File: config.mk
export PLATFORM = sky130hd
export DESIGN_NAME = alu_seq_ctrl
export DESIGN_NICKNAME = d
export VERILOG_FILES = /design/src/rtl/alu_seq_ctrl.sv
export SDC_FILE = /design/constraint.sdc
export NUM_CORES = 1
export LEC_CHECK = 0
export ABC_AREA = 1
export BUFFER_PORTS_ARGS = -buffer_cell sky130_fd_sc_hd__buf_4
export CAP_MARGIN = 20
export CORE_UTILIZATION = 44
export CTS_CLUSTER_SIZE = 40
export DETAILED_ROUTE_END_ITERATION = 10
export GPL_ROUTABILITY_DRIVEN = 0
export GPL_TIMING_DRIVEN = 0
export PLACE_DENSITY = 0.74
export SLEW_MARGIN = 20
export SYNTH_ARGS = -nofsm -noshare
export SYNTH_HDL_FRONTEND = slang
export SYNTH_SLANG_ARGS = --single-unit
File: constraint.sdc
create_clock -name clk_i -period 1.2 [get_ports clk_i]
set_input_delay 0.12 -clock clk_i [delete_from_list [all_inputs] [get_ports clk_i]]
set_output_delay 0.12 -clock clk_i [all_outputs]
set_load 0.005 [all_outputs]
File: src/rtl/alu_seq_ctrl.sv
// alu_seq_ctrl: sequencing controller for a multi-cycle ALU datapath.
// Accepts one operation at a time, steps the bit-serial shifter for SHAMT
// cycles on shift opcodes, and holds decoded datapath controls until the
// consumer takes the result.
module alu_seq_ctrl #(
    parameter int WIDTH = 32,
    parameter int SHW   = $clog2(WIDTH)
) (
    input  logic           clk_i,
    input  logic           rst_n_i,
    input  logic           in_valid_i,
    output logic           in_ready_o,
    input  logic [3:0]     op_i,
    input  logic [SHW-1:0] shamt_i,
    output logic           load_o,
    output logic           cisel_o,
    output logic           bsel_o,
    output logic           shift_la_o,
    output logic           shift_lr_o,
    output logic [1:0]     logical_op_o,
    output logic [1:0]     osel_o,
    output logic           step_en_o,
    output logic           out_valid_o,
    input  logic           out_ready_i,
    output logic           illegal_o
);

    typedef enum logic [1:0] {
        IDLE  = 2'd0,
        SHIFT = 2'd1,
        DONE  = 2'd2
    } state_e;

    typedef struct packed {
        logic       illegal;
        logic       cisel;
        logic       bsel;
        logic       shift_la;
        logic       shift_lr;
        logic [1:0] logical_op;
        logic [1:0] osel;
    } ctrl_t;

    localparam logic [3:0] OP_ADD    = 4'd0;
    localparam logic [3:0] OP_SUB    = 4'd1;
    localparam logic [3:0] OP_SRA    = 4'd2;
    localparam logic [3:0] OP_SRL    = 4'd3;
    localparam logic [3:0] OP_SLL    = 4'd4;
    localparam logic [3:0] OP_AND    = 4'd5;
    localparam logic [3:0] OP_OR     = 4'd6;
    localparam logic [3:0] OP_PASS_A = 4'd7;
    localparam logic [3:0] OP_XOR    = 4'd8;
    localparam logic [3:0] OP_SLT    = 4'd9;

    // Shift opcodes are the only ones that consume SHAMT.
    function automatic logic is_shift(input logic [3:0] op);
        return (op == OP_SRA) || (op == OP_SRL) || (op == OP_SLL);
    endfunction

    // Opcode to datapath control decode. PASS_A routes through the adder
    // with B zeroed by the datapath, so it decodes like ADD.
    function automatic ctrl_t decode(input logic [3:0] op);
        ctrl_t c;
        c = '0;
        case (op)
            OP_ADD, OP_PASS_A: c.osel = 2'b00;
            OP_SUB: begin
                c.cisel = 1'b1;
                c.bsel  = 1'b1;
            end
            OP_SRA: begin
                c.shift_la = 1'b1;
                c.osel     = 2'b01;
            end
            OP_SRL: begin
                c.shift_lr = 1'b1;
                c.osel     = 2'b01;
            end
            OP_SLL: c.osel = 2'b01;
            OP_AND: begin
                c.logical_op = 2'b01;
                c.osel       = 2'b10;
            end
            OP_OR:  c.osel = 2'b10;
            OP_XOR: begin
                c.logical_op = 2'b10;
                c.osel       = 2'b10;
            end
            OP_SLT: begin
                c.cisel = 1'b1;
                c.bsel  = 1'b1;
                c.osel  = 2'b11;
            end
            default: c.illegal = 1'b1;
        endcase
        return c;
    endfunction

    state_e         state_q, state_d;
    logic [SHW-1:0] cnt_q, cnt_d;
    logic [3:0]     op_q, op_d;
    ctrl_t          ctrl;
    logic           accept;
    logic           start;

    // Ready in IDLE, or in DONE when the current result is being consumed.
    assign in_ready_o = rst_n_i &&
                        ((state_q == IDLE) || ((state_q == DONE) && out_ready_i));
    assign accept     = in_valid_i && in_ready_o;
    assign load_o     = accept;

    // Next-state, shift counter and opcode latch.
    always_comb begin
        state_d = state_q;
        cnt_d   = cnt_q;
        op_d    = op_q;
        start   = 1'b0;
        case (state_q)
            IDLE: begin
                if (accept) start = 1'b1;
            end
            SHIFT: begin
                cnt_d = cnt_q - SHW'(1);
                if (cnt_q == SHW'(1)) state_d = DONE;
            end
            DONE: begin
                if (out_ready_i) begin
                    if (accept) start = 1'b1;
                    else        state_d = IDLE;
                end
            end
            default: state_d = IDLE;
        endcase
        if (start) begin
            op_d = op_i;
            if (is_shift(op_i) && (shamt_i != '0)) begin
                state_d = SHIFT;
                cnt_d   = shamt_i;
            end else begin
                state_d = DONE;
                cnt_d   = '0;
            end
        end
    end

    // State, counter and latched opcode registers.
    always_ff @(posedge clk_i or negedge rst_n_i) begin
        if (!rst_n_i) begin
            state_q <= IDLE;
            cnt_q   <= '0;
            op_q    <= '0;
        end else begin
            state_q <= state_d;
            cnt_q   <= cnt_d;
            op_q    <= op_d;
        end
    end

    // Controls are the decode of the latched opcode, forced to zero in IDLE.
    always_comb begin
        ctrl = '0;
        if (state_q != IDLE) ctrl = decode(op_q);
    end

    assign illegal_o    = ctrl.illegal;
    assign cisel_o      = ctrl.cisel;
    assign bsel_o       = ctrl.bsel;
    assign shift_la_o   = ctrl.shift_la;
    assign shift_lr_o   = ctrl.shift_lr;
    assign logical_op_o = ctrl.logical_op;
    assign osel_o       = ctrl.osel;
    assign step_en_o    = (state_q == SHIFT);
    assign out_valid_o  = (state_q == DONE);

endmodule

## After elaboration in Yosys (flattened, before gate mapping)

Cells that the tools add are included.

| operators by class | value |
|---|---|
| equality and inequality tests | 19 |
| add/subtract/negate cells | 1 |
| reductions and logical operators | 17 |
| mux-type cells | 19 |

Operators with widths:

| kind | number |
|---|---|
| 4-bit by 3-bit == test with 1-bit output, second input constant | 5 |
| 4-bit by 2-bit == test with 1-bit output, second input constant | 4 |
| 5-bit two-way mux | 3 |
| 2-bit two-way mux | 6 |
| 2-bit one-hot mux with 3 select lines | 2 |
| 10-bit OR reduction | 1 |
| 9-bit two-way mux | 1 |
| 4-bit == test, second input constant | 2 |
| 3-bit by 1-bit != test with 1-bit output, second input constant | 2 |
| 3-bit OR reduction | 2 |
| 5-bit by 1-bit == test with 1-bit output, second input constant | 1 |
| 1-bit two-way mux | 5 |
| 5-bit nonzero test | 1 |
| 5-bit by 1-bit subtractor with 5-bit output, second input constant | 1 |
| 4-bit by 1-bit == test with 1-bit output, second input constant | 1 |
| 1-bit logical AND | 4 |
| 4-bit zero test | 1 |
| 2-bit one-hot mux with 2 select lines | 1 |
| 4-bit AND reduction | 1 |
| 2-bit nonzero test | 2 |
| 1-bit logical OR | 3 |
| 3-bit by 2-bit != test with 1-bit output, second input constant | 1 |
| 2-bit by 1-bit == test with 1-bit output, second input constant | 1 |
| 2-bit == test, second input constant | 1 |
| other kinds (4) | 4 |

| storage, ports and cells | value |
|---|---|
| output and inout port bits | 13 |
| logic and storage cells | 59 |
| bits in registers | 11 |

## Depth between registers and ports, before layout

Gate-level depths: netlist of run 1.

| logic depth | value |
|---|---|
| depth after elaboration | 10 |
| depth in mapped cells | 9 |
| mapped depth without buffers | 9 |

## Least setup slack after synthesis of run 1

Ideal clock, no wire load.

| timing path | value |
|---|---|
| kind | reg2reg |
| from | reg cnt_q[0] |
| to | reg cnt_q[2] |
| stages on the path, launching flop included | 9 |
| setup time | 117 ps |
| arrival | 1049 ps |
| setup slack | 34 ps |
| path buffers | 0 |
| data required time | 1083 ps |
| period minus slack after synthesis | 1166 ps |
| path through | dfrtp_1 -> inv_1 -> ha_1 -> inv_1 -> nor2_1 -> o21ai_0 -> nand2_1 -> nor2_1 -> nor2_1 |

| between the ends | value |
|---|---|
| longest elaborated chain between the ends | 3 |

Ends and longest elaborated chain:

| item | line | source |
|---|---|---|
| from (decl) | 100 | `logic [SHW-1:0] cnt_q, cnt_d;` |
| from (signal assigned) | 154 | `cnt_q <= cnt_d;` |
| 5-bit by 1-bit subtractor with 5-bit output | 123 | `cnt_d = cnt_q - SHW'(1);` |
| 5-bit two-way mux | 118 | `case (state_q)` |
| 5-bit two-way mux | 134 | `if (start) begin` |

No other way between the ends. The select of a mux whose other input is x is not followed.
A chain may end at the register's enable or synchronous reset.

## Worst setup path after layout of run 1

| timing path | value |
|---|---|
| from | reg op_q[0] |
| to | out osel_o[0] |

| between the ends | value |
|---|---|
| longest elaborated chain between the ends | 4 |
| elaborated cells between the ends (all ways) | 11 |
| classes of those cells | eq/ne (7); mux (2); reduce/logical (2) |

Ends and longest elaborated chain:

| item | line | source |
|---|---|---|
| from (decl) | 101 | `logic [3:0] op_q, op_d;` |
| from (signal assigned) | 155 | `op_q <= op_d;` |
| 4-bit == test (tied with other cells) | 65 | `case (op)` |
| 3-bit OR reduction (no line) | -- |  |
| 2-bit one-hot mux with 3 select lines (*) | 65 |  |
| 9-bit two-way mux (*) | 162 | `if (state_q != IDLE) ctrl = decode(op_q);` |
| to (decl) | 21 | `output logic [1:0] osel_o,` |

Mark *: on every way between the ends. The rest lies on a longest branch, timed or not.

==> impl_metrics.ini, run 1 <==
[synth]
yosysSeqAreaShare = 0.3443
syn_inst = 121
ys_top_cells_by_area = dfrtp_1, nand2_1, inv_1, nor2_1, o21ai_0
synth.net_count = 136
yosysTopAreaCellShare = 0.3443
yosys_warnings = 0
synth_top_area_cell = dfrtp_1
avgSynthCellArea_sq_um = 6.608
yosys.cell_types.count = 18
ys_seq_elements = 11
synth.cell_area_sq_um = 799.5

[cells_and_area]
stdcell_count = 191
drive_gt1_frac = 0.5241
num_antenna_cells = 0
fin_nets = 182
area_growth_pct = 71.99
final_cell_mix = buf_4, nand2_1, inv_1
final_common_cell = buf_4

[hold_path]
hold_class = input pin to flip-flop

[setup_path]
critPathLaunchType = flip-flop
rrSetupSlack_ns = -0.14
regToRegEndpoint = state_q[1]
crit_required_ns = 1.08
worst_ep_arrival_time_ns = 1.39
path_max_fanout = 4
endpoint_kind = primary output
worstSetupStartpoint = op_q[0]
reg2reg_from = state_q[0]
rr_worst_depth = 7
worstSetupPathType = flip-flop to primary output
setup.worst_path.end = osel_o[0]

[pwr]
switchingPower_mw = 1.379
ir_drop_v = 0.001366
total_power_mw = 2.983
p_clk_frac = 0.089
p_per_area_nw_per_um2 = 2169
seqPwrFrac = 0.266
combPwrFrac = 0.645
intPower_mw = 1.604
leakagePower_nw = 0.6833
switching_share = 0.4622

[placed_design]
dpl.cell_count = 171
portBuffers = 25
preCtsSetupSlack_ns = -0.07724
hpwl_mm = 1.417

[die]
die-area_sq_um = 1991
coreArea_sq_um = 1708
die_w_microns = 44.63
start_util = 0.4681
num_rows = 15
io_pins = 26
die_h_microns = 44.63

[detailed_routing]
viasPerCell = 5.105
drt_iter0_drc = 17
vias = 975
drcViolationCount = 0
dr.pass1.iters = 4
ant_nets = 0
avgRoutedWirePerCell_microns = 13.69
wl_mm = 2.614

[sta]
setup_tns_ns = -2.723
slew_headroom = 0.6326
fin_ws_ns = -0.3064
clock_skew_ns = 0.009014
min_period_ns = 1.506
slew_violations = 0
worst_pin_slew_ns = 0.5492
holdWs_ns = 0.06977
rsz0062_at_grt = true
timing.final.crit_share = 1.255
setup_viol = 20
timing.fmax_mhz = 663.8
finalHoldViolations = 0

[grt]
grt_pass1_vias = 921
globalRouteOverflowTotal = 0
grtUsageTotal = 0.2640
grt_max_degree = 12
antenna_found_initial = 0
grt_pass1_wl_mm = 3.767

[clocking]
cts_max_path_buffers = 2
tritoncts.num_buffers = 3
insertion_delay_ns = 0.27
cts_tree = done
cts.reportedPaths.clkPinSlew_ns = 0.08
ctsHtreeMaxLevel = 1
clockRootBuffer = clkbuf_4
cts.sinks = 11

[run]
maxCapViolations = 0

[status]
violations = negative setup slack
outcome = finished, violations left
-- what timing repair did --
item	4_1_cts	5_1_grt
setup endpoints to repair	18	24
endpoints found under the hold margin	11	0
gates cloned	0	1
setup buffers	10	4
resized for setup	34	30
hold buffers	1	0
pin swaps	12	8
-- cell families after synthesis --
kind of cell / synth area share
simple gates: 0.4006
flops: 0.3443
fa+ha+maj: 0.03129
buf+inv: 0.1221
compound gates: 0.1017
-- synth_stat cells --
cell / instances
buf_4: 1
dfrtp_1: 11
o22ai_1: 1
nor3_1: 8
nand3_1: 8
inv_2: 1
a21oi_1: 6
o21ai_0: 9
nand2_1: 31
buf_6: 1
nand3b_1: 1
nand2_2: 1
inv_1: 20
nor2_4: 2
nand3_4: 1
nor2_1: 16
ha_1: 2
nand3_2: 1
-- final cells by class --
cell class	instances	area, sq um
clock buffer	4	26.28
multi-input combinational	87	583.1
buffer	2	18.77
timing repair buffer	41	351.6
sequential	11	280.3
tap	25	31.28
fill	105	332.8
inverter	21	83.83
-- per-stage QoR --
step                        util  area [sq um]
after floorplan                -         799.5
after global placement    0.5963          1018
after detailed placement  0.5963          1018
after CTS                 0.7304          1247
after global routing      0.8051          1375
final                     0.8051          1375
-- power groups by stage --
stage | registers (mW) | clock network (mW) | logic, mW
floorplan | 0.685 | 0 | 0.744
global placement | 0.728 | 0 | 1.05
detailed placement | 0.729 | 0 | 1.08
CTS | 0.747 | 0.270 | 1.50
global route | 0.818 | 0.280 | 2.08
finish | 0.794 | 0.265 | 1.92
-- registers in the layout (all words and copies together) (netlist names) --
name and cells:
cnt_q 5, op_q 4, state_q 2
-- critical path: stages, from the launching register on --
cell and delay, ns:
dfrtp_1 0.43, inv_1 0.10, nand2_1 0.16, o21ai_1 0.09, o22ai_1 0.15, inv_1 0.06, buf_4 0.13
-- worst min path at each step --
stage	slack, ns	depth (start not counted)	startpoint	to
global placement	-0.03	1	rst_n_i	state_q[1]
global route	0.07	3	op_i[3]	op_q[3]
detailed placement	-0.03	1	rst_n_i	state_q[1]
CTS	0.07	3	op_i[3]	op_q[3]
floorplan	-0.18	0	rst_n_i	cnt_q[0]
finish	0.07	3	op_i[3]	op_q[3]
-- routing by layer --
| layer | share of wire | GRT usage | wire, microns | vias to the layer above |
|---|---|---|---|---|
| met5 | 0 | 0 | 0 | - |
| met4 | 0.022 | 0.1515 | 58 | 0 |
| met3 | 0.044 | 0.02857 | 115 | 10 |
| met2 | 0.56 | 0.4941 | 1471 | 37 |
| met1 | 0.37 | 0.2824 | 968 | 456 |
| li1 | - | - | - | 472 |
Note: power is estimated with default switching activity, not from simulation.
==> run 2, diff against run 1 <==
Settings changed: RECOVER_POWER set to 25.
==> impl_metrics.ini, run 2 (same netlist as run 1, synthesis figures left out) <==
[setup_path]
critical-path-top-delay-family = flip-flops
path_buf_inv = 3
path_max_fanout = 4
critPathMostFrequentCell = inv_1
worstSetupPathType = flip-flop to primary output
endpoint_kind = primary output
cp_slowest_stage_delay_ns = 0.43
worst-path-stages = 6
crit_required_ns = 1.08
reg2reg_from = state_q[0]
worst_ep_arrival_time_ns = 1.39
worstSetupStartpoint = op_q[0]
critPathLaunchType = flip-flop
crit_path_top_delay_cell = dfrtp_1
rr_worst_depth = 7
crit_path_cell_trace = inv_1 > nand2_1 > o21ai_1 > o22ai_1 > inv_1 > buf_4

[placed_design]
hpwl_mm = 1.417
preCtsSetupSlack_ns = -0.07724
portBuffers = 25
dpl.cell_count = 171

[cells_and_area]
stdcell_count = 191
final_cell_mix = buf_4, nand2_1, inv_1
reg_top3 = cnt_q: 5 flops, op_q: 4 flops, state_q: 2 flops
fin_nets = 182
num_antenna_cells = 0
drive_gt1_frac = 0.5241
area_growth_pct = 71.99
max_flop_register = cnt_q
largest_reg_flops = 5
final_common_cell = buf_4

[die]
num_rows = 15
die_w_microns = 44.63
die-area_sq_um = 1991
die_h_microns = 44.63
coreArea_sq_um = 1708
start_util = 0.4681
io_pins = 26

[sta]
timing.final.crit_share = 1.261
clock_skew_ns = 0.009179
worst_pin_slew_ns = 0.5493
min_period_ns = 1.513
timing.fmax_mhz = 661.0
fin_ws_ns = -0.3129
slew_violations = 0
rsz0062_at_grt = true
holdWs_ns = 0.06343
slew_headroom = 0.6326
setup_viol = 21
finalHoldViolations = 0

[hold_path]
hold_class = input pin to flip-flop
min_from = op_i[3]
hold_depth = 3

[pwr]
ir_drop_v = 0.001365
p_per_area_nw_per_um2 = 2174
leakagePower_nw = 0.6831
total_power_mw = 2.989

[grt]
antenna_found_initial = 0
grt_pass1_wl_mm = 3.767
globalRouteOverflowTotal = 0
grt_max_degree = 12
grtUsageTotal = 0.2640
grt_pass1_vias = 921

[detailed_routing]
dr.pass1.iters = 4
ant_nets = 0
drt_iter0_drc = 14
viasPerCell = 5.042
avgRoutedWirePerCell_microns = 13.66
drcViolationCount = 0
wl_mm = 2.609
vias = 963

[clocking]
cts.reportedPaths.clkPinSlew_ns = 0.08
cts_max_path_buffers = 2
cts_tree = done
ctsHtreeMaxLevel = 1
clockRootBuffer = clkbuf_4
cts.sinks = 11
tritoncts.num_buffers = 3
insertion_delay_ns = 0.28

[run]
maxCapViolations = 0

[status]
outcome = finished, violations left
violations = negative setup slack
## run 2: final timing paths
check,to,slack (ns)
setup / recovery,osel_o[0],-0.31
hold / removal,op_q[3],0.06
setup reg to reg,state_q[1],-0.14
hold reg to reg,cnt_q[1],0.54
max in group asynchronous,op_q[2],0.42
min in group asynchronous,state_q[1],0.37
## run 2: where the power goes
part	total (mW)	switching, mW	internal, mW
Clock	0.270	0.141	0.129
Combinational	1.92	1.00	0.922
Sequential	0.794	0.242	0.553
## run 2: final cells by class
cell class / count / area, sq um
multi-input combinational: 87 / 583.1
sequential: 11 / 280.3
fill: 105 / 332.8
timing repair buffer: 41 / 351.6
clock buffer: 4 / 26.28
inverter: 21 / 83.83
tap: 25 / 31.28
buffer: 2 / 18.77
## run 2: metrics by stage
step             util  setup TNS (ns)  area (sq um)
2_1_floorplan       -               0         799.5
6_report       0.8051          -2.803          1375
3_5_place_dp   0.5963         -0.2040          1018
3_3_place_gp   0.5963         -0.1489          1018
5_1_grt        0.8051          -3.813          1375
4_1_cts        0.7304          -2.070          1247
## run 2: repair_timing
action / CTS / global route
pin swaps: 12 / 8
endpoints found under the hold margin: 11 / 0
setup buffers: 10 / 4
resized for setup: 34 / 30
endpoints found under the setup margin: 18 / 24
hold buffers: 1 / 0
gates cloned: 0 / 1
## run 2: worst register-to-register path, stage by stage (launching register included)
cell     delay [ns]
dfrtp_2        0.46
nor2_4         0.13
nand3_4        0.10
buf_6          0.15
nor2_4         0.17
nand2_2        0.09
nand3_2        0.08
nand2_1        0.05
## run 2: layer usage
metal  part of all wire  GRT usage  wire, microns
met4              0.027     0.1515             70
met2               0.56     0.4941           1467
met1               0.38     0.2824            985
met5                  0          0              0
met3              0.033    0.02857             86
